==> config.mk <==
export PLATFORM = sky130hd
export DESIGN_NAME = uart_tx_engine
export DESIGN_NICKNAME = d
export VERILOG_FILES = /design/src/rtl/uart_tx_engine.sv
export SDC_FILE = /design/constraint.sdc
export NUM_CORES = 1
export LEC_CHECK = 0
export ABC_AREA = 1
export CELL_PAD_IN_SITES_DETAIL_PLACEMENT = 0
export CELL_PAD_IN_SITES_GLOBAL_PLACEMENT = 1
export CORE_MARGIN = 2
export CORE_UTILIZATION = 41
export CTS_CLUSTER_DIAMETER = 200
export DETAILED_ROUTE_END_ITERATION = 8
export PLACE_DENSITY_LB_ADDON = 0.1
export SYNTH_ARGS = -nofsm -noshare
export SYNTH_HDL_FRONTEND = slang
export SYNTH_SLANG_ARGS = --single-unit
==> constraint.sdc <==
create_clock -name clk -period 1.7 [get_ports clk]
set_input_delay 0.34 -clock clk [delete_from_list [all_inputs] [get_ports clk]]
set_output_delay 0.34 -clock clk [all_outputs]
set_load 0.05 [all_outputs]
==> src/rtl/uart_tx_engine.sv <==
`default_nettype none
// +--------------------------------------------------------------------------+
// | Module   : uart_tx_engine                                                 |
// | Function : Console-path UART transmitter. A rising edge on tx_req while  |
// |            idle latches tx_data and sends one LSB-first frame: a start   |
// |            bit, 8 data bits and a stop bit, each CLKS_PER_BIT clocks.     |
// |            tx_busy covers the whole frame. All outputs are registered.   |
// | Options  : define UART_TX_PARITY_EN to insert an even-parity bit between |
// |            the last data bit and the stop bit (8E1 framing).             |
// | Revision : 1.0 - initial release                                          |
// +--------------------------------------------------------------------------+
module uart_tx_engine #(
  parameter int unsigned CLKS_PER_BIT = 868
) (
  input  logic       clk,
  input  logic       rst,
  input  logic       tx_req,
  input  logic [7:0] tx_data,
  output logic       tx_busy,
  output logic       uart_txd
);

  localparam logic [2:0] c_ST_IDLE   = 3'd0;
  localparam logic [2:0] c_ST_START  = 3'd1;
  localparam logic [2:0] c_ST_DATA   = 3'd2;
  localparam logic [2:0] c_ST_STOP   = 3'd3;
`ifdef UART_TX_PARITY_EN
  localparam logic [2:0] c_ST_PARITY = 3'd4;
`endif

  // Last count value of each bit period; the counter wraps here.
  localparam logic [15:0] c_BAUD_LAST = 16'(CLKS_PER_BIT - 1);

  // The baud counter is 16 bits wide, so larger dividers cannot be honoured.
  if (CLKS_PER_BIT < 2 || CLKS_PER_BIT > 65535) begin : g_bad_cfg
    $error("uart_tx_engine: CLKS_PER_BIT must be in 2..65535");
  end

  logic [2:0]  state_q, state_d;
  logic [15:0] baud_q, baud_d;
  logic [2:0]  idx_q, idx_d;
  logic [7:0]  shift_q, shift_d;
  logic        req_prev_q, req_prev_d;
  logic        txd_q, txd_d;
  logic        busy_q, busy_d;
`ifdef UART_TX_PARITY_EN
  logic        par_q, par_d;
`endif

  logic        req_edge;
  logic        bit_tick;

  // Only a fresh 0->1 on tx_req counts; a level held high never retriggers.
  assign req_edge = tx_req & ~req_prev_q;
  assign bit_tick = (baud_q == c_BAUD_LAST);

  // State register: every flop of the engine, synchronous reset.
  always_ff @(posedge clk) begin
    if (rst) begin
      state_q    <= c_ST_IDLE;
      baud_q     <= '0;
      idx_q      <= '0;
      shift_q    <= '0;
      req_prev_q <= 1'b1;  // a request level held through reset is not an edge
      txd_q      <= 1'b1;
      busy_q     <= 1'b0;
`ifdef UART_TX_PARITY_EN
      par_q      <= 1'b0;
`endif
    end else begin
      state_q    <= state_d;
      baud_q     <= baud_d;
      idx_q      <= idx_d;
      shift_q    <= shift_d;
      req_prev_q <= req_prev_d;
      txd_q      <= txd_d;
      busy_q     <= busy_d;
`ifdef UART_TX_PARITY_EN
      par_q      <= par_d;
`endif
    end
  end

  // Next-state logic: request acceptance, baud timing and bit sequencing.
  always_comb begin
    state_d    = state_q;
    baud_d     = baud_q;
    idx_d      = idx_q;
    shift_d    = shift_q;
    req_prev_d = tx_req;
`ifdef UART_TX_PARITY_EN
    par_d      = par_q;
`endif
    case (state_q)
      c_ST_IDLE: begin
        baud_d = '0;
        if (req_edge) begin
          state_d = c_ST_START;
          shift_d = tx_data;
          idx_d   = '0;
`ifdef UART_TX_PARITY_EN
          par_d   = ^tx_data;
`endif
        end
      end
      default: begin
        baud_d = bit_tick ? 16'd0 : baud_q + 16'd1;
        if (bit_tick) begin
          case (state_q)
            c_ST_START: begin
              state_d = c_ST_DATA;
              idx_d   = '0;
            end
            c_ST_DATA: begin
              if (idx_q == 3'd7) begin
`ifdef UART_TX_PARITY_EN
                state_d = c_ST_PARITY;
`else
                state_d = c_ST_STOP;
`endif
              end else begin
                shift_d = shift_q >> 1;
                idx_d   = idx_q + 3'd1;
              end
            end
`ifdef UART_TX_PARITY_EN
            c_ST_PARITY: state_d = c_ST_STOP;
`endif
            c_ST_STOP: state_d = c_ST_IDLE;
            default:   state_d = c_ST_IDLE;
          endcase
        end
      end
    endcase
  end

  // Output logic: line level and busy flag derived from the upcoming state,
  // so both are registered alongside the state they describe.
  always_comb begin
    busy_d = (state_d != c_ST_IDLE);
    case (state_d)
      c_ST_START:  txd_d = 1'b0;
      c_ST_DATA:   txd_d = shift_d[0];
`ifdef UART_TX_PARITY_EN
      c_ST_PARITY: txd_d = par_q;
`endif
      default:     txd_d = 1'b1;
    endcase
  end

  assign tx_busy  = busy_q;
  assign uart_txd = txd_q;

endmodule
`default_nettype wire

==> impl_metrics.csv, run 1 <==
group,metric,value,unit
clock_network,cts-resized-gates,0,
timing,relSlewSlack,81.3,%
power_and_ir_drop,p_switching,398,uW
status,status,"finished, final reports clean",
timing,clock_skew,3.60,ps
drt,first_iter_violations,100,
setup_path,cp_cell_sequence,"ha_4, inv_1, nor2_2, nand2_1, nor2_1, nand2_2, nand2_2, nand4_4, a21oi_2, nor2_1",
die,fp-row-count,23,
drt,wire_per_inst,11.1,um
setup_path,required,1900,ps
cells_and_area,finalInstanceArea,0.00211,mm2
placed_design,placed_cells,321,
yosys,synth_area,0.00173,mm2
yosys,synth_ff_type,"dfxtp_1",
timing,fin_crit_sh,92.2,%
timing,hold_slack,467,ps
setup_path,endpoint_kind,"flip-flop",
die,io_pins,13,
drt,avgViaCountPerCell,4.75,
power_and_ir_drop,comb_power_share,8.5,%
grt,grt_pass1_vias,1261,
drt,vias,1564,
clock_network,clock-sinks,33,
yosys,yosysSeqAreaShare,38.2,%
cells_and_area,fin_cells,329,
setup_path,slowest_delay,350,ps
drt,drcViolationCount,0,
die,initial_core_util,42.9,%
power_and_ir_drop,power_density,765,mW/mm2
timing,period_needed,1570,ps
clock_network,hold_buffers,0,
setup_path,critPathLaunchType,"flip-flop",
setup_path,worst_path_max_delay_cell,"dfxtp_2",
grt,grt_usage,17.6,%
yosys,synthDistinctLibCells,29,
flow_run,cap_violations,0,
placed_design,postPlaceCellArea,0.00197,mm2
power_and_ir_drop,vdd_drop_max,0.000345,V
cells_and_area,layout_common_cells,"59 x nand2_1, 35 x nor2_1, 32 x inv_1",
clock_network,clock_latency,300,ps
placed_design,gp_congestion,0.816,
setup_path,critical_path.top_delay_family,"simple AND/OR/NAND/NOR gates",
die,core-area,0.00403,mm2
die,dieWidth,68.9,um
cells_and_area,nFillCells,433,
cells_and_area,num_antenna_cells,0,
setup_path,crit_type,"flip-flop to flip-flop",
power_and_ir_drop,pwr-share-clk,42.0,%
power_and_ir_drop,power.total,1620,uW
timing,setup_viol,0,
drt,firstDrtPassIters,4,
drt,postRouteAntennaNets,0,
die,die_h,68.9,um
yosys,synth_cells,252,
cells_and_area,final_common_cell,"nand2_1",
power_and_ir_drop,p_seq_share,49.5,%
setup_path,critPathMaxFanout,7,
grt,grt_pass1_wl,6010,um
placed_design,portBuffers,12,
clock_network,cts_tree,"built",
clock_network,root_buffer,"clkbuf_8",
power_and_ir_drop,p_int,1220,uW
setup_path,crit_arrival,1760,ps
yosys,synth_edf_count,0,
power_and_ir_drop,switching_share,24.6,%
grt,antenna_found_initial,0,
timing,rsz0062_at_grt,"no",
clock_network,htree_levels,2,
yosys,avgSynthCellArea,6.86,um2
drt,routed_wirelength,3670,um
timing,tns,0,ps
cells_and_area,area_growth,22.3,%
placed_design,dp_hpwl,2640,um
yosys,ys_warn_count,0,
timing,hold_violations,0,
cells_and_area,drive_gt1_share,19.7,%
clock_network,cts_setup_buffers,0,
timing,tightest_slew,280,ps
worst_hold_path,hp-class,"flip-flop to flip-flop",
timing,fmax,0.638,GHz
clock_network,clkTransAtPathRegs,70,ps
yosys,synth_fp_nets,266,
power_and_ir_drop,power_leakage,0.000851,uW
clock_network,cts_buffers,5,
grt,grt_remaining_overflow,0,
yosys,synth.ff_latch_count,33,
timing,slew_violations,0,
clock_network,clock_path_buffers,2,
yosys,synthArstFlopShare,0,%
grt,grt_start_max_net_pins,13,
cells_and_area,final_nets,292,
setup_path,path_buf_inv,1,
die,dieArea,0.00475,mm2
[synthesized netlist by cell type (2+ instances only)]
master    count  share of area, %
a21oi_1      21               6.1
dfxtp_1      33                38
ha_1          3               2.2
inv_1        32               6.9
inv_2         2              0.43
nand2_1      60                13
nand2_2       5               1.8
nand3_1      18               5.2
nand3_2       3               1.7
nand3b_1      3               1.3
nand4_1       2              0.72
nor2_1       35               7.6
nor2_2        7               2.5
nor2_4        2               1.3
nor3_1        3              0.87
o21a_1        2              0.87
o21ai_0       9               2.6
[state kept, by name (all words and copies together) (netlist names)]
name and cells:
baud_q 16, idx_q 3, req_prev_q 1, shift_q 8, state_q 3, tx_busy 1
uart_txd 1
[worst paths after layout]
path	start	endpoint	slack, ps	depth (start not counted)
max	baud_q[0]$_SDFF_PP0_	shift_q[6]$_SDFFE_PP0P_	130	10
min	shift_q[7]$_SDFFE_PP0P_	shift_q[7]$_SDFFE_PP0P_	470	2
max reg2reg	baud_q[0]$_SDFF_PP0_	shift_q[6]$_SDFFE_PP0P_	130	10
min reg2reg	shift_q[7]$_SDFFE_PP0P_	shift_q[7]$_SDFFE_PP0P_	470	2
[worst min-delay path, cell delays in order, from the launching register on]
cell and delay (ps):
dfxtp_1 310, nand2_1 60, a21oi_1 50
[layer usage]
layer	track usage, %	up-vias	routed length [um]
met4	8.09	0	71
met2	23.8	23	1480
li1	-	849	-
met5	0	-	0
met3	6.33	6	181
met1	24.6	686	1940
[layout make-up]
type	instances	area (um2)	share of cell area, %
Clock inverter	1	5.00	0.237
Sequential cell	33	663	31.4
Inverter	35	131	6.21
Clock buffer	7	96.3	4.56
Multi-Input combinational cell	181	953	45.1
Timing Repair Buffer	22	203	9.59
Tap cell	50	62.6	2.96
[cells by family (layout without fill, tap and decap cells)]
| family | count (synthesis) | count (layout) | synth area share [%] |
|---|---|---|---|
| AO/OA/AOI/OAI | 35 | 35 | 10.8 |
| adder cells (fa/ha/maj) | 3 | 3 | 2.17 |
| buffers and inverters | 38 | 65 | 8.97 |
| AND/OR/NAND/NOR | 142 | 142 | 39.4 |
| XOR/XNOR | 1 | 1 | 0.507 |
| flip-flops | 33 | 33 | 38.2 |
[metrics by stage]
stage | utilization [%] | worst slack [ps]
after floorplan | - | 250
after global placement | 48.9 | 57.3
after detailed placement | 48.9 | 23.1
after CTS | 51.4 | 72.0
after global routing | 52.5 | 9.19
final | 52.5 | 133
[power groups by stage]
stage,clock (uW),combinational [uW],sequential [uW]
finish,679,137,801
CTS,691,134,799
detailed placement,0,133,817
floorplan,0,72.4,825
global placement,0,133,817
global route,732,154,803
(Power assumes the default switching activity.)
==> run 2: changes to the inputs <==
==> constraint.sdc (replaced) <==
create_clock -name clk -period 1.8 [get_ports clk]
set_input_delay 0.36 -clock clk [delete_from_list [all_inputs] [get_ports clk]]
set_output_delay 0.36 -clock clk [all_outputs]
set_load 0.05 [all_outputs]
==> run 2 against run 1 <==
Against the previous run:
- final area decreased by 3.7%
- die area unchanged
- register-to-register slack gained 40 ps
- highest routed layer unchanged
- sequential power fell by 5.6%
==> impl_metrics.csv, run 2 (synthesis gave the netlist of run 1 again) <==
group,metric,value,unit
status,status,"finished, final reports clean",
setup_path,required,1970,ps
clock_network,clock_latency,280,ps
die,core-area,0.00403,mm2
timing,setup_viol,0,
cells_and_area,finalInstanceArea,0.00204,mm2
timing,fin_crit_sh,90.7,%
setup_path,endpoint_kind,"flip-flop",
grt,grt_start_max_net_pins,11,
cells_and_area,largest-register,"baud_q",
power_and_ir_drop,vdd_drop_max,0.000436,V
drt,firstDrtPassIters,4,
setup_path,r2r.worst_path.cells,13,
timing,tightest_slew,307,ps
grt,grt_remaining_overflow,0,
placed_design,dp_hpwl,2720,um
drt,wire_per_inst,11.2,um
clock_network,hold_buffers,0,
clock_network,clock_path_buffers,2,
cells_and_area,final_nets,290,
timing,fmax,0.613,GHz
drt,drcViolationCount,0,
setup_path,crit_type,"flip-flop to flip-flop",
die,dieWidth,68.9,um
die,die_h,68.9,um
clock_network,htree_levels,2,
setup_path,critPathLaunchType,"flip-flop",
timing,relSlewSlack,79.5,%
grt,grt_pass1_wl,6040,um
setup_path,rr_startpoint,"idx_q[0]$_SDFFE_PP0P_",
setup_path,r2r_end,"uart_txd$_SDFF_PP1_",
drt,routed_wirelength,3670,um
worst_hold_path,whs_path_depth,2,
clock_network,clkTransAtPathRegs,60,ps
cells_and_area,drive_gt1_share,14.5,%
timing,rsz0062_at_grt,"no",
setup_path,r2r_setup_slack,170,ps
clock_network,cts_tree,"built",
cells_and_area,final_core_util,50.6,%
drt,first_iter_violations,68,
power_and_ir_drop,power_density,704,mW/mm2
die,initial_core_util,42.9,%
timing,tns,0,ps
timing,period_needed,1630,ps
grt,antenna_found_initial,0,
clock_network,cts_setup_buffers,0,
cells_and_area,num_antenna_cells,0,
timing,hold_violations,0,
worst_hold_path,holdCritStartpoint,"shift_q[7]$_SDFFE_PP0P_",
cells_and_area,area_growth,17.8,%
grt,grt_usage,17.4,%
grt,grt_pass1_vias,1391,
clock_network,root_buffer,"clkbuf_8",
setup_path,crit_arrival,1810,ps
power_and_ir_drop,power_leakage,0.000819,uW
cells_and_area,final_common_cell,"nand2_1",
drt,avgViaCountPerCell,4.77,
cells_and_area,reg.largest.list,"baud_q x16, shift_q x8",
placed_design,portBuffers,12,
cells_and_area,largest_reg_flops,16,
clock_network,clock-sinks,33,
flow_run,cap_violations,0,
placed_design,postPlaceCellArea,0.00194,mm2
worst_hold_path,min_to,"shift_q[7]$_SDFFE_PP0P_",
drt,postRouteAntennaNets,0,
drt,vias,1555,
setup_path,critPathMaxFanout,6,
die,io_pins,13,
placed_design,gp_congestion,0.773,
die,dieArea,0.00475,mm2
cells_and_area,layout_common_cells,"60 x nand2_1, 35 x nor2_1, 33 x dfxtp_1",
die,fp-row-count,23,
timing,slew_violations,0,
clock_network,cts_buffers,5,
worst_hold_path,hp-class,"flip-flop to flip-flop",
timing,clock_skew,4.81,ps
==> run 2: cell types whose count changed in the layout (fill, tap and decap cells not counted), sizes merged <==
cell	change
buf	-2
inv	-1
==> run 2: power by group <==
group          internal (uW)  switching [uW]  total, uW
Combinational           56.4            67.7        124
Sequential               746            9.97        756
Clock                    303             251        554
==> run 2: layout make-up <==
cell class,instances,area [um2]
clock buffers,7,86.3
fillers,418,1990
inverters,35,131
multi-input cells,181,921
flip-flops and latches,33,661
well taps,50,62.6
repair buffers,20,175
==> run 2: through the flow <==
| stage | std cells | hold WS [ps] | power [uW] | setup slack [ps] |
|---|---|---|---|---|
| after floorplan | 252 | 429 | 847 | 350 |
| after global placement | 319 | 438 | 896 | 127 |
| after detailed placement | 319 | 456 | 895 | 121 |
| after CTS | 326 | 467 | 1460 | 147 |
| after global routing | 326 | 489 | 1500 | 3.28 |
| final | 326 | 463 | 1430 | 168 |
==> run 2: repair_timing <==
item                                    CTS  global route
resized for setup                         0             2
endpoints found under the setup margin    0             6
endpoints found under the hold margin     0             0
==> run 2: critical path, stage by stage (launching register included) <==
cell	delay, ps
dfxtp_1	350
ha_1	160
ha_1	190
clkinv_1	200
nand2_1	110
nand2_1	50
nand2_1	50
nand2_1	40
nand3_1	60
nand2_1	50
nand2_1	80
nand3_1	70
nand2_1	60
nand2_1	50
==> run 2: how the worst max path moves through the flow <==
stage | startpoint | endpoint | slack, ps | cells after the start
final | idx_q[0]$_SDFFE_PP0P_ | uart_txd$_SDFF_PP1_ | 170 | 13
after global routing | baud_q[0]$_SDFF_PP0_ | shift_q[5]$_SDFFE_PP0P_ | 3 | 10
after CTS | baud_q[0]$_SDFF_PP0_ | shift_q[2]$_SDFFE_PP0P_ | 150 | 10
after detailed placement | tx_req | shift_q[2]$_SDFFE_PP0P_ | 120 | 8
after global placement | tx_req | shift_q[4]$_SDFFE_PP0P_ | 130 | 8
after floorplan | idx_q[0]$_SDFFE_PP0P_ | uart_txd$_SDFF_PP1_ | 350 | 13
==> run 2: metal layers <==
metal | share of wire (%) | GRT usage [%] | vias to the layer above | wire length [um]
met1 | 54 | 23.9 | 689 | 1970
met5 | 0 | 0 | - | 0
met2 | 42 | 25.2 | 19 | 1540
met4 | 0.79 | 8.82 | 0 | 29
li1 | - | - | 845 | -
met3 | 3.2 | 3.90 | 2 | 119
==> run 3: changes to the inputs <==
--- a/config.mk
+++ b/config.mk
@@ -10,7 +10,7 @@
 export CELL_PAD_IN_SITES_GLOBAL_PLACEMENT = 1
 export CORE_MARGIN = 2
 export CORE_UTILIZATION = 41
-export CTS_CLUSTER_DIAMETER = 200
+export CTS_CLUSTER_DIAMETER = 40
 export DETAILED_ROUTE_END_ITERATION = 8
 export PLACE_DENSITY_LB_ADDON = 0.1
 export SYNTH_ARGS = -nofsm -noshare
==> results of run 3 <==
The final DEF is identical to that of run 2; final timing and power are the same.
